File: src/rtl/mem_arbiter_pkg.sv
// Shared definitions for the memory arbiter: bus widths, FSM state encodings and port IDs.
package mem_arbiter_pkg;

    localparam int ADDRSIZE = 32;
    localparam int WORDSIZE = 32;

    typedef enum logic [1:0] {
        MEM_ARB_STATE_IDLE = 2'd0,
        MEM_ARB_STATE_REQ  = 2'd1,
        MEM_ARB_STATE_WAIT = 2'd2,
        MEM_ARB_STATE_RESP = 2'd3
    } memArbState_e;

    typedef enum logic {
        MEM_ARB_PORT_IF = 1'b0,
        MEM_ARB_PORT_LS = 1'b1
    } memArbPort_e;

endpackage

File: src/rtl/mem_arbiter_pick.sv
// Grant selection between fetch and load/store requests; one-hot grant {ls, if}.
// MEM_ARB_RR_EN selects round-robin on contention, otherwise ls always wins.
module mem_arb_pick (
    input  logic       ifReq_i,
    input  logic       lsReq_i,
    input  logic       lastGrant_i,
    output logic [1:0] grant_o
);

`ifdef MEM_ARB_RR_EN
    // lastGrant_i = 1 means ls won the previous contention, so if goes next
    always_comb begin
        grant_o = 2'b00;
        if (ifReq_i && lsReq_i) begin
            grant_o = lastGrant_i ? 2'b01 : 2'b10;
        end else if (lsReq_i) begin
            grant_o = 2'b10;
        end else if (ifReq_i) begin
            grant_o = 2'b01;
        end
    end
`else
    logic unusedLastGrant;
    assign unusedLastGrant = lastGrant_i;

    always_comb begin
        grant_o = 2'b00;
        if (lsReq_i) begin
            grant_o = 2'b10;
        end else if (ifReq_i) begin
            grant_o = 2'b01;
        end
    end
`endif

endmodule

File: src/rtl/mem_arbiter.sv
// Two-port (fetch, load/store) arbiter in front of a single memory controller.
// Optional round-robin contention handling via MEM_ARB_RR_EN.
module mem_arbiter
    import mem_arbiter_pkg::*;
#(
    parameter int ACK_TIMEOUT = 15
) (
    input  logic                ma_clk_i,
    input  logic                ma_rst_i,
    input  logic                ma_if_req_i,
    input  logic [ADDRSIZE-1:0] ma_if_addr_i,
    output logic [WORDSIZE-1:0] ma_if_data_o,
    output logic                ma_if_ack_o,
    input  logic                ma_ls_req_i,
    input  logic                ma_ls_we_i,
    input  logic [ADDRSIZE-1:0] ma_ls_addr_i,
    input  logic [WORDSIZE-1:0] ma_ls_data_i,
    output logic [WORDSIZE-1:0] ma_ls_data_o,
    output logic                ma_ls_ack_o,
    output logic                ma_hello_o,
    output logic                ma_we_o,
    output logic [ADDRSIZE-1:0] ma_addr_o,
    output logic [WORDSIZE-1:0] ma_data_o,
    input  logic [WORDSIZE-1:0] ma_data_i,
    input  logic                ma_ack_i,
    output logic                ma_err_o,
    output logic                ma_busy_o
);

    localparam int CNT_W = (ACK_TIMEOUT > 1) ? $clog2(ACK_TIMEOUT) : 1;

    memArbState_e        state_q, state_d;
    memArbPort_e         port_q, port_d;
    logic                we_q, we_d;
    logic [ADDRSIZE-1:0] addr_q, addr_d;
    logic [WORDSIZE-1:0] wdata_q, wdata_d;
    logic [WORDSIZE-1:0] ifData_q, ifData_d;
    logic [WORDSIZE-1:0] lsData_q, lsData_d;
    logic [CNT_W-1:0]    cnt_q, cnt_d;
    logic                err_q, err_d;
    logic                lastGrant_q, lastGrant_d;
    logic [1:0]          grant;
    logic                timeoutHit;
    logic                driveBus;
    logic [WORDSIZE-1:0] respData;

    mem_arb_pick uPick (
        .ifReq_i     (ma_if_req_i),
        .lsReq_i     (ma_ls_req_i),
        .lastGrant_i (lastGrant_q),
        .grant_o     (grant)
    );

    assign timeoutHit = (ACK_TIMEOUT != 0) && (cnt_q == CNT_W'(ACK_TIMEOUT - 1));
    assign respData   = (ma_ack_i && !we_q) ? ma_data_i : '0;

    always_comb begin
        state_d     = state_q;
        port_d      = port_q;
        we_d        = we_q;
        addr_d      = addr_q;
        wdata_d     = wdata_q;
        ifData_d    = ifData_q;
        lsData_d    = lsData_q;
        cnt_d       = cnt_q;
        err_d       = err_q;
        lastGrant_d = lastGrant_q;
        case (state_q)
            MEM_ARB_STATE_IDLE: begin
                if (grant != 2'b00) begin
                    state_d = MEM_ARB_STATE_REQ;
                    err_d   = 1'b0;
                    // Pointer only moves on real contention so a lone request never steals a turn
                    if (ma_if_req_i && ma_ls_req_i) begin
                        lastGrant_d = grant[1];
                    end
                    if (grant[1]) begin
                        port_d  = MEM_ARB_PORT_LS;
                        we_d    = ma_ls_we_i;
                        addr_d  = ma_ls_addr_i;
                        wdata_d = ma_ls_data_i;
                    end else begin
                        port_d  = MEM_ARB_PORT_IF;
                        we_d    = 1'b0;
                        addr_d  = ma_if_addr_i;
                        wdata_d = '0;
                    end
                end
            end
            MEM_ARB_STATE_REQ: begin
                state_d = MEM_ARB_STATE_WAIT;
                cnt_d   = '0;
            end
            MEM_ARB_STATE_WAIT: begin
                if (ma_ack_i || timeoutHit) begin
                    state_d = MEM_ARB_STATE_RESP;
                    err_d   = !ma_ack_i;
                    if (port_q == MEM_ARB_PORT_LS) begin
                        lsData_d = respData;
                    end else begin
                        ifData_d = respData;
                    end
                end else begin
                    cnt_d = cnt_q + CNT_W'(1);
                end
            end
            MEM_ARB_STATE_RESP: begin
                state_d = MEM_ARB_STATE_IDLE;
            end
            default: begin
                state_d = MEM_ARB_STATE_IDLE;
            end
        endcase
    end

    always_ff @(posedge ma_clk_i or posedge ma_rst_i) begin
        if (ma_rst_i) begin
            state_q     <= MEM_ARB_STATE_IDLE;
            port_q      <= MEM_ARB_PORT_IF;
            we_q        <= 1'b0;
            addr_q      <= '0;
            wdata_q     <= '0;
            ifData_q    <= '0;
            lsData_q    <= '0;
            cnt_q       <= '0;
            err_q       <= 1'b0;
            lastGrant_q <= 1'b0;
        end else begin
            state_q     <= state_d;
            port_q      <= port_d;
            we_q        <= we_d;
            addr_q      <= addr_d;
            wdata_q     <= wdata_d;
            ifData_q    <= ifData_d;
            lsData_q    <= lsData_d;
            cnt_q       <= cnt_d;
            err_q       <= err_d;
            lastGrant_q <= lastGrant_d;
        end
    end

    assign driveBus     = (state_q == MEM_ARB_STATE_REQ) || (state_q == MEM_ARB_STATE_WAIT);
    assign ma_hello_o   = (state_q == MEM_ARB_STATE_REQ);
    assign ma_busy_o    = (state_q != MEM_ARB_STATE_IDLE);
    assign ma_we_o      = driveBus & we_q;
    assign ma_addr_o    = driveBus ? addr_q : '0;
    assign ma_data_o    = driveBus ? wdata_q : '0;
    assign ma_if_ack_o  = (state_q == MEM_ARB_STATE_RESP) && (port_q == MEM_ARB_PORT_IF);
    assign ma_ls_ack_o  = (state_q == MEM_ARB_STATE_RESP) && (port_q == MEM_ARB_PORT_LS);
    assign ma_err_o     = (state_q == MEM_ARB_STATE_RESP) && err_q;
    assign ma_if_data_o = ifData_q;
    assign ma_ls_data_o = lsData_q;

endmodule
File: config.mk
export PLATFORM = sky130hd
export DESIGN_NAME = mem_arbiter
export DESIGN_NICKNAME = d
export VERILOG_FILES = /design/src/rtl/mem_arbiter_pkg.sv /design/src/rtl/mem_arbiter_pick.sv /design/src/rtl/mem_arbiter.sv
export SDC_FILE = /design/constraint.sdc
export NUM_CORES = 1
export LEC_CHECK = 0
export CORE_UTILIZATION = 35
export DETAILED_ROUTE_END_ITERATION = 12
export HOLD_SLACK_MARGIN = 0.06
export PLACE_DENSITY_LB_ADDON = 0.25
export SLEW_MARGIN = 20
export SYNTH_ARGS = -nofsm -noshare
export SYNTH_HDL_FRONTEND = slang
export SYNTH_SLANG_ARGS = --single-unit
File: constraint.sdc
create_clock -name ma_clk_i -period 5.5 [get_ports ma_clk_i]
set_input_delay 1.1 -clock ma_clk_i [delete_from_list [all_inputs] [get_ports ma_clk_i]]
set_output_delay 1.1 -clock ma_clk_i [all_outputs]
set_load 0.1 [all_outputs]
=== Yosys cells after proc, flatten, opt, wreduce, memory -nomap -nowiden ===
Index checks and enable logic that the tools add are counted.

* Input port bits: 134
* Output and inout bits: 134
* Logic and storage cells: 55
* Register bits: 137

* Equal/unequal tests: 7
* Bitwise operators: 2
* Reductions and logical operators: 19
* Muxes and demuxes: 17
* Add/sub/neg operators: 1

{| class="wikitable"
|+ Operators with widths
! cell !! count
|-
| 2-to-1 mux 32 bit || 5
|-
| AND reduction 3 bit || 3
|-
| one-hot mux 2 bit (4 select lines) || 1
|-
| one-hot mux 4 bit (2 select lines) || 1
|-
| nonzero test 2 bit || 4
|-
| 2-to-1 mux 2 bit || 3
|-
| != test 2 bit, second input constant || 3
|-
| AND reduction 2 bit || 3
|-
| 2-to-1 mux 1 bit || 5
|-
| adder 4 x 1 -> 4 bit, second input constant || 1
|-
| equality test 2 bit, second input constant || 2
|-
| equality test 4 bit, second input constant || 1
|-
| logical AND 1 bit || 4
|-
| 2-to-1 mux 4 bit || 1
|-
| equality test 2 x 1 -> 1 bit, second input constant || 1
|-
| zero test 1 bit || 2
|-
| zero test 2 bit || 1
|-
| logical OR 1 bit || 2
|-
| one-hot mux 1 bit (2 select lines) || 1
|-
| bitwise AND 1 bit || 1
|-
| NOT 1 bit || 1
|}

=== Longest topological paths before layout ===
Gate-level depths: netlist of the first run.

* Depth in word-level cells: 5
* Mapped depth: 7
* Gate-level depth less buffers: 5

=== Modules after synthesis ===
A second synthesis of the first run with hierarchy kept.

* Cell total of the unflattened synthesis: 563
* Area total of the unflattened synthesis: 6117.1 um^2

{| class="wikitable"
|+ Modules (own cells, without submodules)
! module !! instances !! sequential area each (um^2) !! area each (um^2) !! cells an instance
|-
| mem_arbiter || 1 || 3453.3 || 6095.8 || 561
|-
| mem_arb_pick || 1 || 0.0 || 21.3 || 2
|}

=== Worst setup path before layout of the first run ===
Ideal clock, no wire load.

* Path type: reg2out
* Start: reg state_q[0]
* End: out ma_addr_o[10]
* Buffers on the path: 2
* Data arrival time: 1957 ps
* Slack: 2443 ps
* Data required time: 4400 ps
* Stages on the path, launching flop included: 6
* Path through: dfrtp_1 -> inv_1 -> ha_1 -> clkbuf_1 -> clkbuf_1 -> and2_1

* Longest elaborated chain between the ends: 3
* Elaborated cells on any way between the ends: 4
* Those cells by class: eq/ne (2); mux (1); reduce/logical (1)

{| class="wikitable"
|+ RTL lines
! what !! line !! RTL
|-
| start: declaration || mem_arbiter.sv:32 || <nowiki>memArbState_e state_q, state_d;</nowiki>
|-
| start signal: assignment || mem_arbiter.sv:129 || <nowiki>state_q <= state_d;</nowiki>
|-
| equality test 2 x 1 -> 1 bit or equality test 2 bit (tied branches) || mem_arbiter.sv:142 || <nowiki>assign driveBus = (state_q == MEM_ARB_STATE_REQ) || (state_q == MEM_ARB_STATE_WAIT);</nowiki>
|-
| logical OR 1 bit (*) || mem_arbiter.sv:142 ||
|-
| 2-to-1 mux 32 bit (*) || mem_arbiter.sv:146 || <nowiki>assign ma_addr_o = driveBus ? addr_q : '0;</nowiki>
|-
| end: declaration || mem_arbiter.sv:22 || <nowiki>output logic [ADDRSIZE-1:0] ma_addr_o,</nowiki>
|}

Mark *: on every way between the ends. The rest lies on a longest branch, timed or not.

=== Final worst setup path of the first run ===
* Start: reg state_q[0]
* End: out ma_data_o[30]

* Longest elaborated chain between the ends: 3
* Elaborated cells on any way between the ends: 4
* Those cells by class: eq/ne (2); mux (1); reduce/logical (1)

{| class="wikitable"
|+ RTL lines
! what !! line !! RTL
|-
| equality test 2 x 1 -> 1 bit or equality test 2 bit (tied branches) || mem_arbiter.sv:142 ||
|-
| logical OR 1 bit (*) || mem_arbiter.sv:142 ||
|-
| 2-to-1 mux 32 bit (*) || mem_arbiter.sv:147 || <nowiki>assign ma_data_o = driveBus ? wdata_q : '0;</nowiki>
|-
| end: declaration || mem_arbiter.sv:23 || <nowiki>output logic [WORDSIZE-1:0] ma_data_o,</nowiki>
|}

Marks and branches as above.

==> flow_summary.ini, run 1 <==
[global_route]
grt_max_degree = 100
grt_pass1_vias = 5047
grt-ovfl-total = 0
grtUsageTotal_pct = 19.3
antenna_found_initial = 0
grt_pass1_wl_um = 26600

[yosys]
yosysWarningCount = 0
yosysMostFrequentCell = dfrtp_1
synth_xor_area_share_pct = 0
netlist_area_mm2 = 0.00603
synthTopCellsByArea = dfrtp_1 57%, a22o_1 9.3%, and2_1 6.9%
post-synth-top-area-cell = dfrtp_1
synth_fp_nets = 695
synth_seq_cells = 137
yosys_most_used_dff = dfrtp_1
synth.distinct_cells = 28
synth.area.mux_share_pct = 5.89
synth.avg_cell_area_um2 = 10.9
synth_common_cells = 137 x dfrtp_1, 104 x nand2_1, 67 x and2_1, 64 x a22o_1, 35 x nand3_1
synth-simple-area-share_pct = 18.0
synth_cells = 554
synth_fa_ha_area_share_pct = 1.45
synth_top_area_share_pct = 56.8
synth-edff-count = 0
ys_seq_area_share_pct = 56.8
synth-compound-area-share_pct = 13.4
async_flop_share_pct = 100
synth_top_family_by_area = simple AND/OR/NAND/NOR gates

[critical_path]
worstSetupEndpointType = output pin
r2r_slack_ps = 3370
r2r_start = state_q[0]
arrival_ps = 3360
crit_required_ps = 4400
path_max_fanout = 32
rr_worst_depth = 7
worst_setup_path_start_kind = register
r2r_end = addr_q[30]
crit_type = register to output pin

[detailed_routing]
drt-total-wl_um = 16900
wl_per_cell_um = 16.2
dr.pass1.iters = 6
vias = 5112
drc = 0
first_iter_violations = 191
drt-vias-per-instance = 4.92
ant_nets = 0

[placed_design]
dp_slack_ps = 1470
place_hpwl_um = 11800
gp_congestion = 0.782
portBuffers = 267

[worst_hold_path]
hp-class = register to register
min_from = wdata_q[19]
holdPathStages = 2
whs_endpoint = wdata_q[19]

[clock_tree]
clock-sinks = 137
cts_root_buffer = clkbuf_16
insertion_delay_ps = 410
cts_tree = done
clkSlewWorstSetupHoldPaths_ps = 60
numCtsBuffers = 17
postCtsHoldBufs = 0
cts-resized-gates = 0
postCtsSetupRepairBufs = 0
htree_levels = 4
cts_buffer_depth = 2

[layout]
syn_to_final_growth_pct = 56.7
finalCoreUtilization_pct = 56.6
filler_cell_count = 1396
nNetsFinal = 948
antenna_cells = 0
layout-drive-gt1-share_pct = 6.23

[run_status]
status = finished clean

[sta]
relSlewSlack_pct = 27.5
min_period_over_period_pct = 81.1
period_needed_ps = 4460
setup_ws_ps = 1040
max_freq_mhz = 224
clock_skew_ps = 10.7
setup_viol = 0
drv_slew = 0
hold_viol = 0
setup_tns_ps = 0
rsz0062_at_grt = no
tightest_slew_ps = 1080

[floorplanning]
die_w_um = 133
start_util_pct = 36.1
rows = 47
die_h_um = 133
die_area_mm2 = 0.0178
boundaryPins = 268
core-area_mm2 = 0.0167

[job]
drv_cap = 0
cell usage in the layout (no fill, tap or decap), types with 2 or more instances in the layout:
| cell | instances |
|---|---|
| buf_4 | 12 |
| clkdlybuf4s50_1 | 265 |
| dfrtp_1 | 137 |
| a41oi_1 | 2 |
| nor2_1 | 2 |
| nor2b_1 | 5 |
| nand2_1 | 104 |
| inv_6 | 2 |
| and4b_1 | 2 |
| a22o_1 | 64 |
| clkbuf_8 | 4 |
| inv_1 | 5 |
| bufinv_16 | 3 |
| ha_1 | 7 |
| o22ai_1 | 2 |
| clkbuf_16 | 17 |
| clkinv_2 | 2 |
| and2_1 | 67 |
| mux2i_1 | 34 |
| nand3_1 | 35 |
| o21ai_0 | 33 |
| clkinvlp_4 | 3 |
area by class of cell:
cell class | instances | area [um^2] | area share, %
multi-input combinational | 367 | 2350 | 24.9
clock inverter | 10 | 140 | 1.48
sequential | 137 | 3430 | 36.3
clock buffer | 21 | 480 | 5.08
inverter | 6 | 27.5 | 0.291
tap | 220 | 275 | 2.91
timing repair buffer | 278 | 2750 | 29.1
routing by layer:
| metal | track usage [%] | share of wire (%) | vias up | wire length (um) |
|---|---|---|---|---|
| met4 | 5.74 | 1.2 | 0 | 205 |
| li1 | - | - | 2407 | - |
| met1 | 24.8 | 44 | 2455 | 7410 |
| met5 | 0 | 0 | - | 0 |
| met2 | 30.3 | 46 | 237 | 7810 |
| met3 | 7.00 | 8.5 | 13 | 1430 |
sequential cells by signal, indices dropped and copies added (netlist names):
register	flops
ma_if_data_o	32
err_q	1
cnt_q	4
addr_q	32
ma_ls_data_o	32
state_q	2
wdata_q	32
port_q	1
we_q	1
critical path, cell delays in order (launching register included):
cell             delay, ps
dfrtp_1                400
inv_1                  100
ha_1                   830
buf_4                  320
and2_1                 160
clkdlybuf4s50_1       1130
stage by stage:
| stage | hold slack, ps | area (um^2) | instances |
|---|---|---|---|
| 2_1_floorplan | 430 | 6030 | 554 |
| 3_3_place_gp | 443 | 8830 | 1008 |
| 3_5_place_dp | 452 | 8830 | 1008 |
| 4_1_cts | 466 | 9450 | 1039 |
| 5_1_grt | 495 | 9450 | 1039 |
| 6_report | 464 | 9450 | 1039 |
logic make-up after synthesis:
| kind of cell | Yosys count |
|---|---|
| DFF | 137 |
| muxes | 35 |
| buffers and inverters | 50 |
| adders and majority gates | 7 |
| AOI/OAI and AO/OA | 106 |
| and+or+nand+nor | 219 |
how the worst max path moves through the flow:
stage,start,slack [ps],end
floorplan,ma_rst_i,730,addr_q[0]
global placement,state_q[0],1540,ma_data_o[10]
detailed placement,state_q[0],1470,ma_data_o[26]
CTS,state_q[0],980,ma_addr_o[18]
global route,state_q[0],840,ma_addr_o[18]
finish,state_q[0],1040,ma_data_o[30]
Power of run 1 is left out: the tool's default activity adds up to more than one toggle a clock period on the data nets, which glitch-free logic cannot reach.
==> inputs of run 2 (changes only) <==
==> constraint.sdc (replaced) <==
create_clock -name ma_clk_i -period 4.3 [get_ports ma_clk_i]
set_input_delay 0.86 -clock ma_clk_i [delete_from_list [all_inputs] [get_ports ma_clk_i]]
set_output_delay 0.86 -clock ma_clk_i [all_outputs]
set_load 0.1 [all_outputs]
==> run 2 against run 1 <==
  * Non-clock buffer count shrank 1
  * Highest routed layer unchanged
  * Core utilization shrank 1.0 points
  * Sequential cell count is the same
  * Clock skew shrank 1.4 ps
  * Sequential share of layout area grew 0.67 points
==> flow_summary.ini, run 2 (synthesized netlist as in run 1, its figures left out) <==
[detailed_routing]
first_iter_violations = 209
wl_per_cell_um = 16.0
ant_nets = 0
drt-total-wl_um = 16700
drc = 0
drt-vias-per-instance = 4.90
dr.pass1.iters = 4
vias = 5096

[sta]
period_needed_ps = 3310
setup_viol = 0
setup_tns_ps = 0
rsz0062_at_grt = no
max_freq_mhz = 302
relSlewSlack_pct = 32.6
hold_viol = 0
drv_slew = 0
clock_skew_ps = 9.25
min_period_over_period_pct = 76.9
tightest_slew_ps = 1010

[global_route]
grt_pass1_wl_um = 27200
use_met2_pct = 32.6
met3_usage_pct = 5.78
antenna_found_initial = 0
grt_pass1_vias = 5123
grtUsageTotal_pct = 19.5
grt_max_degree = 99
grt_use_met1_pct = 24.9
grt-ovfl-total = 0
busiest_layer = met2

[clock_tree]
htree_levels = 4
cts_root_buffer = clkbuf_16
insertion_delay_ps = 410
clkSlewWorstSetupHoldPaths_ps = 70
cts-resized-gates = 0
postCtsHoldBufs = 0
clock-sinks = 137
cts_buffer_depth = 2
cts_tree = done
postCtsSetupRepairBufs = 0
numCtsBuffers = 17

[floorplanning]
die_area_mm2 = 0.0178
rows = 47
boundaryPins = 268
start_util_pct = 36.1
die_w_um = 133
die_h_um = 133
core-area_mm2 = 0.0167

[critical_path]
path_max_fanout = 39
worstSetupEndpointType = output pin
arrival_ps = 2450
worst_setup_path_start_kind = register
crit_type = register to output pin
rr_worst_depth = 5
crit_required_ps = 3440

[layout]
syn_to_final_growth_pct = 53.8
layout-drive-gt1-share_pct = 14.0
layout_common_cells = 200 x clkdlybuf4s50_1, 137 x dfrtp_1, 104 x nand2_1, 74 x buf_4, 67 x and2_1
finalCoreUtilization_pct = 55.6
final_common_cell = clkdlybuf4s50_1
nNetsFinal = 947

[run_status]
status = finished clean

[placed_design]
portBuffers = 267
gp_congestion = 0.782
place_hpwl_um = 11800

[worst_hold_path]
holdPathStages = 2
hp-class = register to register

[job]
drv_cap = 0
==> run 2: cell types whose count changed in the layout (fill, tap and decap cells not counted) <==
cell / previous run / this run
buf_12: 0 / 2
clkbuf_8: 4 / 0
inv_6: 2 / 6
clkinvlp_4: 3 / 5
clkdlybuf4s50_1: 265 / 200
diode_2: 0 / 1
inv_8: 0 / 1
buf_4: 12 / 74
clkinv_2: 2 / 0
clkbuf_1: 0 / 1
bufinv_16: 3 / 2
==> run 2: final cells by class <==
type / count / area, um^2
sequential: 137 / 3430
timing repair buffer: 277 / 2600
multi-input combinational: 367 / 2350
clock buffer: 18 / 429
inverter: 6 / 26.3
clock inverter: 14 / 163
antenna: 1 / 2.50
fill: 1443 / 7420
tap: 220 / 275
==> run 2: path summary, 6_finish.rpt <==
kind / from / to / slack (ps)
min in group asynchronous: ma_rst_i / ma_if_data_o[3] / 960
max reg2reg: state_q[0] / addr_q[19] / 2320
max: state_q[1] / ma_data_o[30] / 990
max in group asynchronous: ma_rst_i / wdata_q[24] / 2500
min: wdata_q[18] / wdata_q[18] / 460
min reg2reg: wdata_q[18] / wdata_q[18] / 460
==> run 2: worst max-delay path, cell delays in order (launching register included) <==
cell and delay (ps):
dfrtp_1 410, inv_1 100, ha_1 800, buf_12 250, and2_1 160, buf_4 290
==> run 2: stage by stage <==
stage	instances	setup WS [ps]	hold WS (ps)	instance area (um^2)
after CTS	1039	962	468	9280
after global placement	1007	1550	447	8680
after floorplan	554	1480	430	6040
after detailed placement	1007	1410	453	8680
after global routing	1039	838	486	9280
final	1040	994	464	9280
==> run 2: routing by layer <==
| layer | vias up | routed length (um) |
|---|---|---|
| met5 | - | 0 |
| met4 | 0 | 106 |
| met3 | 8 | 1480 |
| met2 | 234 | 7880 |
| met1 | 2440 | 7200 |
| li1 | 2414 | - |
Power of run 2 is left out for the same reason.
